==> src/rtl/mat_mult_seq.sv <==
// Sequential NxN unsigned matrix multiplier sharing one multiply-accumulate unit.
// Optional macro MAT_MULT_SAT_EN: saturate overflowing elements instead of wrapping.
module mat_mult_seq #(
    parameter int N  = 3,
    parameter int DW = 8
) (
    input  logic                clk,
    input  logic                rst,
    input  logic                enable,
    input  logic [N*N*DW-1:0]   a,
    input  logic [N*N*DW-1:0]   b,
    output logic [N*N*DW-1:0]   c,
    output logic                busy,
    output logic                done,
    output logic                high
);
    localparam int IW = $clog2(N);
    localparam int EW = $clog2(N*N);
    localparam int AW = 2*DW + $clog2(N);
    localparam int NE = N*N;

    typedef enum logic [1:0] {S_IDLE, S_MAC, S_WRITE, S_DONE} state_t;

    state_t              state_q, state_d;
    logic [IW-1:0]       i_q, i_d, j_q, j_d, k_q, k_d;
    logic [AW-1:0]       acc_q, acc_d;
    logic [DW-1:0]       a_q   [NE];
    logic [DW-1:0]       b_q   [NE];
    logic [DW-1:0]       buf_q [NE];
    logic                sticky_q;
    logic                high_q;
    logic [NE*DW-1:0]    c_q;
    logic [NE*DW-1:0]    c_next;

    logic [EW-1:0]       a_addr, b_addr, w_addr;
    logic [2*DW-1:0]     prod;
    logic                elem_ovf;
    logic [DW-1:0]       elem_val;
    logic                last_i, last_j, last_k;

    assign a_addr   = EW'(i_q) * EW'(N) + EW'(k_q);
    assign b_addr   = EW'(k_q) * EW'(N) + EW'(j_q);
    assign w_addr   = EW'(i_q) * EW'(N) + EW'(j_q);
    assign prod     = (2*DW)'(a_q[a_addr]) * (2*DW)'(b_q[b_addr]);
    assign last_i   = (i_q == IW'(N-1));
    assign last_j   = (j_q == IW'(N-1));
    assign last_k   = (k_q == IW'(N-1));
    assign elem_ovf = |acc_q[AW-1:DW];

`ifdef MAT_MULT_SAT_EN
    assign elem_val = elem_ovf ? {DW{1'b1}} : acc_q[DW-1:0];
`else
    assign elem_val = acc_q[DW-1:0];
`endif

    // Final result image: buffer contents with the element being written merged in.
    generate
        for (genvar gi = 0; gi < NE; gi++) begin : g_cnext
            assign c_next[gi*DW +: DW] = (w_addr == EW'(gi)) ? elem_val : buf_q[gi];
        end
    endgenerate

    always_comb begin
        state_d = state_q;
        i_d     = i_q;
        j_d     = j_q;
        k_d     = k_q;
        acc_d   = acc_q;
        case (state_q)
            S_IDLE: begin
                if (enable) begin
                    state_d = S_MAC;
                    i_d     = '0;
                    j_d     = '0;
                    k_d     = '0;
                    acc_d   = '0;
                end
            end
            S_MAC: begin
                acc_d = acc_q + AW'(prod);
                k_d   = k_q + 1'b1;
                if (last_k) begin
                    state_d = S_WRITE;
                end
            end
            S_WRITE: begin
                acc_d   = '0;
                k_d     = '0;
                state_d = S_MAC;
                if (last_j) begin
                    j_d = '0;
                    if (last_i) begin
                        i_d     = '0;
                        state_d = S_DONE;
                    end else begin
                        i_d = i_q + 1'b1;
                    end
                end else begin
                    j_d = j_q + 1'b1;
                end
            end
            S_DONE:  state_d = S_IDLE;
            default: state_d = S_IDLE;
        endcase
    end

    always_ff @(posedge clk) begin
        if (rst) begin
            state_q  <= S_IDLE;
            i_q      <= '0;
            j_q      <= '0;
            k_q      <= '0;
            acc_q    <= '0;
            sticky_q <= 1'b0;
            high_q   <= 1'b0;
            c_q      <= '0;
            for (int e = 0; e < NE; e++) begin
                a_q[e]   <= '0;
                b_q[e]   <= '0;
                buf_q[e] <= '0;
            end
        end else begin
            state_q <= state_d;
            i_q     <= i_d;
            j_q     <= j_d;
            k_q     <= k_d;
            acc_q   <= acc_d;
            if (state_q == S_IDLE && enable) begin
                sticky_q <= 1'b0;
                for (int e = 0; e < NE; e++) begin
                    a_q[e] <= a[e*DW +: DW];
                    b_q[e] <= b[e*DW +: DW];
                end
            end
            if (state_q == S_WRITE) begin
                buf_q[w_addr] <= elem_val;
                sticky_q      <= sticky_q | elem_ovf;
                if (last_i && last_j) begin
                    c_q    <= c_next;
                    high_q <= sticky_q | elem_ovf;
                end
            end
        end
    end

    assign c    = c_q;
    assign high = high_q;
    assign busy = (state_q == S_MAC) || (state_q == S_WRITE);
    assign done = (state_q == S_DONE);

endmodule

==> config.mk <==
export PLATFORM = sky130hd
export DESIGN_NAME = mat_mult_seq
export DESIGN_NICKNAME = d
export VERILOG_FILES = /design/src/rtl/mat_mult_seq.sv
export SDC_FILE = /design/constraint.sdc
export NUM_CORES = 1
export LEC_CHECK = 0
export CORE_MARGIN = 10
export CORE_UTILIZATION = 64
export CTS_CLUSTER_SIZE = 10
export DETAILED_ROUTE_END_ITERATION = 8
export DONT_BUFFER_PORTS = 1
export PLACE_DENSITY = 0.8
export SYNTH_ARGS = -nofsm -noshare
export SYNTH_HDL_FRONTEND = slang
export SYNTH_SLANG_ARGS = --single-unit
==> constraint.sdc <==
create_clock -name clk -period 9 [get_ports clk]
set_input_delay 1.8 -clock clk [delete_from_list [all_inputs] [get_ports clk]]
set_output_delay 1.8 -clock clk [all_outputs]
set_load 0.05 [all_outputs]
# After elaboration in Yosys (flattened, before gate mapping)
# Memories as Yosys holds them, arrays and structs flattened. A register that Yosys moved wholly into a read port is not among the register bits.
# Cells that the tools add are included.
# word_totals
input_bits	147
ramBits	216
reg_bits	28
memories	3
output_inout_bits	75
# classes
eq_ne	9
n_reduce_logical	14
multipliers	3
n_mux	45
n_bitwise	19
addsub	7
# memory_table
memory	depth	word_bits	read_ports	rd_clocked_by_memory_dff	wr	line_no	source
a_q	9	8	1	0	9	27	logic [DW-1:0] a_q [NE];
b_q	9	8	1	0	9	28	logic [DW-1:0] b_q [NE];
buf_q	9	8	9	9	9	29	logic [DW-1:0] buf_q [NE];
# ops
cell	n
$mux 8	19
$pmux 18 s3	1
$or 1x1->1	19
$add 18x16->18	1
$mux 18	1
$mul 8x8->16	1
$mux 2	8
$add 4x2->4	3
$mux 1	11
$eq 2x2->1 const B	5
$reduce_or 10->1	1
$mul 2x2->4 const B	2
$pmux 2 s2	2
$pmux 2 s4	1
$reduce_and 2->1	4
$reduce_or 8->1	1
$add 2x1->2 const B	3
$ne 2x2->1 const B	3
$pmux 2 s3	1
$mux 4	1
$reduce_bool 2->1	2
$reduce_and 3->1	1
$reduce_bool 3->1	1
$eq 2x1->1 const B	1
other kinds (3)	4

# Logic depth before layout (Yosys ltp)
# Gate-level depths: netlist (run 1).
# logic_depth
word_depth	6
mapped_depth	28
ltp_nobuf	26

# Worst setup path after synthesis (run 1)
# OpenSTA, ideal clock, no wires.
# synth_timing
path_kind	register to register
start	register j_q[1]
end	register acc_q[17]
stages_incl_launch_ff	27
path_slack_ps	2170
required_time_ps	8878
path_buffers	2
t_arrival_ps	6708
period_less_slack_ps	6830
cell_sequence	dfxtp_1 inv_1 fa_1 inv_1 ha_1 clkbuf_1 clkbuf_1 mux4_2 mux2i_1 nand2_1 o21ai_1 or2_2 fa_1 fa_1 inv_1 fa_1 inv_1 fa_1 inv_1 ha_1 a21oi_1 nand2b_1 nand3b_1 a311oi_1 o21ai_1 xnor2_1 a311o_1
# synth_between
elab_chain_cells	5
# synth_rtl
item	line_no	source
start, declared	25	logic [IW-1:0] i_q, i_d, j_q, j_d, k_q, k_d;
start signal, assigned	125	j_q <= j_d;
$add 4x2->4	42	assign b_addr = EW'(k_q) * EW'(N) + EW'(j_q);
$mem_v2 9x8	n/a	
$mul 8x8->16	44	assign prod = (2*DW)'(a_q[a_addr]) * (2*DW)'(b_q[b_addr]);
$add 18x16->18	80	acc_d = acc_q + AW'(prod);
$pmux 18 s3	69	case (state_q)
end signal, assigned	113	acc_q <= '0;
end signal, assigned	127	acc_q <= acc_d;
end, declared	26	logic [AW-1:0] acc_q, acc_d;
# Every way passes these cells.
# A chain may end at the register's enable or synchronous reset.

# Final worst setup path (run 1)
# layout_timing
start	register i_q[0]
end	register acc_q[17]
# layout_between
elab_chain_cells	6
# layout_rtl
item	line_no	source
start, declared	25	
start signal, assigned	124	i_q <= i_d;
$mul 2x2->4	41	assign a_addr = EW'(i_q) * EW'(N) + EW'(k_q);
$add 4x2->4	41	
$mem_v2 9x8	n/a	
$mul 8x8->16	44	
$add 18x16->18	80	
$pmux 18 s3	69	
# Every way passes these cells.

==> results of run 1 <==
## layout by cell type, fill, tap and decap left out, drive strengths merged, types with 6 or more instances in the layout
cell type,n
a2111oi,40
a211oi,35
a21o,6
a21oi,28
a22o,7
and2,146
buf,7
clkbuf,55
dfxtp,100
edfxtp,216
fa,54
ha,57
inv,117
mux2i,17
mux4,32
nand2,40
nand2b,21
nand3,8
nor2,184
nor2b,6
nor3,81
nor4,35
o21ai,16
or2,12
xnor2,9
xor2,7
## worst max-delay path: stages (launching register included)
cell      delay [ns]
dfxtp_1         0.44
inv_1           0.13
ha_1            0.35
inv_1           0.09
fa_1            1.02
mux4_2          0.42
mux2i_1         0.15
nand2_1         0.08
o21ai_1         0.32
or2_2           0.22
fa_1            0.43
fa_1            0.54
inv_1           0.05
fa_1            0.53
inv_1           0.05
fa_1            0.53
inv_1           0.04
ha_1            0.34
a21oi_1         0.18
nand2b_1        0.12
nand3b_1        0.15
a311oi_1        0.49
o21ai_1         0.21
xnor2_1         0.16
a311o_1         0.35
## power by group through the flow
stage          combinational, mW  clock [mW]  sequential (mW)
3_5_place_dp                1.65           0             1.90
6_report                    1.65        1.36             1.87
2_1_floorplan               1.30           0             1.87
4_1_cts                     1.66        1.37             1.87
3_3_place_gp                1.59           0             1.89
5_1_grt                     1.87        1.43             1.89
## cells by family after synthesis
logic type               count (synthesis)  share of synthesized area [%]
flip-flops                             316                           52.5
multiplexers                            51                           5.65
AO/OA/AOI/OAI                          151                           7.14
XOR/XNOR                                16                          0.960
AND/OR/NAND/NOR                        546                           17.7
adder cells (fa/ha/maj)                111                           11.1
buffers and inverters                  196                           4.99
## routing by layer
metal	vias to the layer above	share of wire, %
met5	-	0.074
met4	4	2.7
met3	83	9.3
met2	460	47
met1	4889	41
li1	4823	-
## layout make-up
cell class / count / share of cell area, %
Sequential cell: 316 / 48.8
Clock inverter: 4 / 0.302
Clock buffer: 55 / 5.95
Inverter: 117 / 2.56
Timing Repair Buffer: 7 / 0.302
Multi-Input combinational cell: 875 / 39.6
Tap cell: 330 / 2.38
Antenna cell: 3 / 0.0432
## registers in the layout (all words and copies together), names as in the netlist, 18 cells and up
name / count
a_q: 72
b_q: 72
buf_q: 72
c: 72
acc_q: 18
## path summary, 6_finish.rpt
path,endpoint,slack (ns),start
setup / recovery,acc_q[17],1.47,i_q[0]
hold reg to reg,acc_q[3],0.48,acc_q[3]
setup reg to reg,acc_q[17],1.47,i_q[0]
hold / removal,acc_q[3],0.48,acc_q[3]
==> impl_metrics.yaml, run 1 <==
layout:
  final_util_pct: 69.4
  post-route-cell-area_um2: 17400
  syn_to_final_growth_pct: 7.53
  fin_cells: 1707
  nNetsFinal: 1613
  nFillCells: 1722
  register_area_um2: 8490
  multi_input_area_um2: 6890
  drive_above_1_share_pct: 9.53
cts:
  holdBufCountCts: 0
  clkLatencyLatePin_ns: 0.53
  clockBufferDepth: 3
  tritoncts: "yes"
  clkTransAtPathRegs_ns: 0.05
  cts-buffers-inserted: 38
  clkSinkCount: 316
  cts_resized: 0
  htreeDepth: 2
  root_buffer: "clkbuf_16"
  post_cts_buffers: 0
global_routing:
  antenna_found_initial: 5
  grt_pass1_vias: 10500
  grt_use_met1_pct: 29.8
  grt-ovfl-total: 0
  grt_pass1_wl_mm: 57.0
  grt_usage_pct: 22.6
  grt_max_degree: 145
  grt.busiest_layer: "met2"
  met2_usage_pct: 35.6
  met3_usage_pct: 6.44
floorplanning:
  io-pin-count: 222
  die_h_um: 179
  die_w_um: 179
  core_um2: 25000
  rows: 58
  dieArea_um2: 32000
  start_util_pct: 64.6
logic_synthesis:
  synth_nets: 1645
  synth_cell_types: 63
  synth_area_leaders: "edfxtp_1, dfxtp_1, fa_1, and2_1, mux4_2"
  ys_warn_count: 0
  ys_seq_area_share_pct: 52.5
  ys_ff_latch: 316
  yosysTopAreaCell: "edfxtp_1"
  avgSynthCellArea_um2: 11.7
  synth_top_area_share_pct: 40.1
  syn_inst: 1387
  synthFlopType: "edfxtp_1"
  synth_edf_count: 216
  synthArstFlopShare_pct: 0
  synth_area_um2: 16200
  yosys-top-cells-count: "edfxtp_1, nor2_1, and2_1"
  synthMostInstantiatedCell: "edfxtp_1"
power_and_ir_drop:
  power.share.combinational_pct: 33.9
  pwr-share-clk_pct: 27.8
  switchingPower_mw: 1.66
  ir_drop_uv: 198
  intPower_mw: 3.22
  finalPower_mw: 4.88
  swShare_pct: 34.0
  p_leak_nw: 6.78
  pwr-share-seq_pct: 38.3
  p_per_area_nw_per_um2: 281
placed_design:
  port_buffers: 0
  dp.cells: 1645
  place_ws_ns: 1.51
  gp_congestion: 0.934
  hpwl_mm: 25.8
  placed_area_um2: 16300
sta:
  period_share_pct: 83.6
  setup_tns_ns: 0
  setup_viol: 0
  rsz0062_at_grt: "no"
  hold_violations: 0
  period_needed_ns: 7.53
  clock-skew-final_ns: 0.0287
  fin_ws_ns: 1.47
  drv_slew: 0
  slew_headroom_pct: 33.5
  tightestPinTransition_ns: 0.997
  hold_slack_ns: 0.480
  fmax_mhz: 133
critical_path:
  critPathKind: "reg2reg"
  critical_path_arrival_ns: 7.92
  worstSetupEndpointType: "register"
  cp.required_ns: 9.40
  path_max_fanout: 16
  reg2reg_depth: 24
  cp-start-kind: "register"
drt:
  drt_first_pass_iters: 7
  viasPerCell: 6.01
  wl_mm: 36.3
  drt-wirelength-per-cell_um: 21.3
  dr_total_vias: 10300
  drc: 0
  drt_iter0_drc: 906
  final_antenna_net_count: 0
run_status:
  status: "finished, final reports clean"
worst_hold_path:
  holdPathStages: 2
  min_path_type: "reg2reg"
flow_run:
  drv_cap: 0
(Power assumes the default switching activity.)
==> run 2: changes to the inputs <==
Settings changed: CORE_UTILIZATION 64 to 58, PLACE_DENSITY 0.8 to 0.76.
Clock period 9 ns to 6.84 ns, I/O delays scaled along.
==> impl_metrics.yaml, run 2 (synthesis gave the netlist of run 1 again) <==
run_status:
  status: "finished, final reports clean"
floorplanning:
  core_um2: 27600
  die_w_um: 187
  io-pin-count: 222
  dieArea_um2: 35000
  die_h_um: 187
  start_util_pct: 58.5
  rows: 61
critical_path:
  critical_path_arrival_ns: 7.03
  critPathKind: "reg2reg"
  worstSetupEndpointType: "register"
  cp-start-kind: "register"
  reg2reg_depth: 26
  cp_common_cell: "inv_1"
  cpPeakStageDelay_ns: 0.56
  worst_path_max_delay_cell: "fa_2"
  cp.required_ns: 7.24
  path_max_fanout: 12
power_and_ir_drop:
  ir_drop_uv: 247
  pwr-share-seq_pct: 37.5
  power.share.combinational_pct: 34.8
  p_leak_nw: 6.95
  p_per_area_nw_per_um2: 368
  finalPower_mw: 6.54
  intPower_mw: 4.33
  swShare_pct: 33.7
  pwr-share-clk_pct: 27.7
  switchingPower_mw: 2.20
sta:
  period_share_pct: 96.9
  drv_slew: 0
  clock-skew-final_ns: 0.0333
  setup_viol: 0
  fmax_mhz: 151
  period_needed_ns: 6.63
  slew_headroom_pct: 35.5
  setup_tns_ns: 0
  fin_ws_ns: 0.213
  hold_slack_ns: 0.477
  hold_violations: 0
  tightestPinTransition_ns: 0.968
layout:
  final_util_pct: 64.4
  layout_commonest_cell: "edfxtp_1"
  nFillCells: 2105
  fin_cells: 1790
  drive_above_1_share_pct: 12.3
  layout_common_cells: "edfxtp_1, nor2_1, and2_1"
  post-route-cell-area_um2: 17800
  multi_input_area_um2: 6930
  nNetsFinal: 1640
  register_area_um2: 8490
  syn_to_final_growth_pct: 10.0
flow_run:
  drv_cap: 0
placed_design:
  port_buffers: 0
  placed_area_um2: 16500
  dp.cells: 1714
  hpwl_mm: 25.1
  gp_congestion: 0.863
  place_ws_ns: -0.0827
global_routing:
  grt_pass1_wl_mm: 56.8
  grt_max_degree: 145
  antenna_found_initial: 9
  grt_pass1_vias: 10400
  grt_usage_pct: 20.1
  grt-ovfl-total: 0
cts:
  cts-buffers-inserted: 38
  root_buffer: "clkbuf_16"
  clkTransAtPathRegs_ns: 0.05
  clkLatencyLatePin_ns: 0.54
  holdBufCountCts: 0
  clockBufferDepth: 3
  clkSinkCount: 316
  tritoncts: "yes"
  htreeDepth: 2
drt:
  viasPerCell: 5.67
  drt_first_pass_iters: 5
  drc: 0
  dr_total_vias: 10200
  wl_mm: 36.1
  drt_iter0_drc: 944
  drt-wirelength-per-cell_um: 20.2
  final_antenna_net_count: 0
worst_hold_path:
  min_path_type: "reg2reg"
  holdPathStages: 2
## run 2: critical path, delay by kind of cell, from the launching register on
| kind | cells | cell delay, ns |
|---|---|---|
| flip-flops | 1 | 0.36 |
| XOR/XNOR | 1 | 0.15 |
| adder cells (fa/ha/maj) | 7 | 3.10 |
| AO/OA/AOI/OAI | 4 | 0.81 |
| multiplexers | 3 | 0.92 |
| buffers and inverters | 8 | 0.74 |
| AND/OR/NAND/NOR | 3 | 0.38 |
## run 2: what timing repair did
action                                  4_1_cts  5_1_grt
resized for setup                             2       13
buffers inserted                              0        6
cloned                                        0        0
endpoints found under the setup margin        2        5
endpoints found under the hold margin         0        0
pin swaps                                     0        3
## run 2: final cells by class
class / instances / area share, %
Antenna cell: 7 / 0.0985
Clock buffer: 59 / 5.96
Clock inverter: 4 / 0.281
Inverter: 117 / 2.50
Multi-Input combinational cell: 875 / 39.0
Sequential cell: 316 / 47.7
Tap cell: 378 / 2.66
Timing Repair Buffer: 34 / 1.79
## run 2: worst paths after layout
check / startpoint / endpoint / slack [ns]
max: i_q[1] / acc_q[15] / 0.21
max reg2reg: i_q[1] / acc_q[15] / 0.21
min: acc_q[1] / acc_q[1] / 0.48
min reg2reg: acc_q[1] / acc_q[1] / 0.48
## run 2: routing by layer
metal / track usage, % / routed length [µm] / vias to the layer above / share of wire (%)
li1: - / - / 4891 / -
met5: 0 / 34 / - / 0.094
met4: 5.99 / 717 / 6 / 2.0
met3: 6.52 / 3270 / 58 / 9.1
met1: 25.7 / 15100 / 4804 / 42
met2: 32.0 / 17000 / 398 / 47
## run 2: power by group through the flow
stage,registers [mW],clock network [mW],logic [mW]
after floorplan,2.46,0,1.71
after CTS,2.45,1.84,2.25
after global placement,2.48,0,2.18
after detailed placement,2.49,0,2.22
after global routing,2.48,1.92,2.61
final,2.45,1.81,2.28
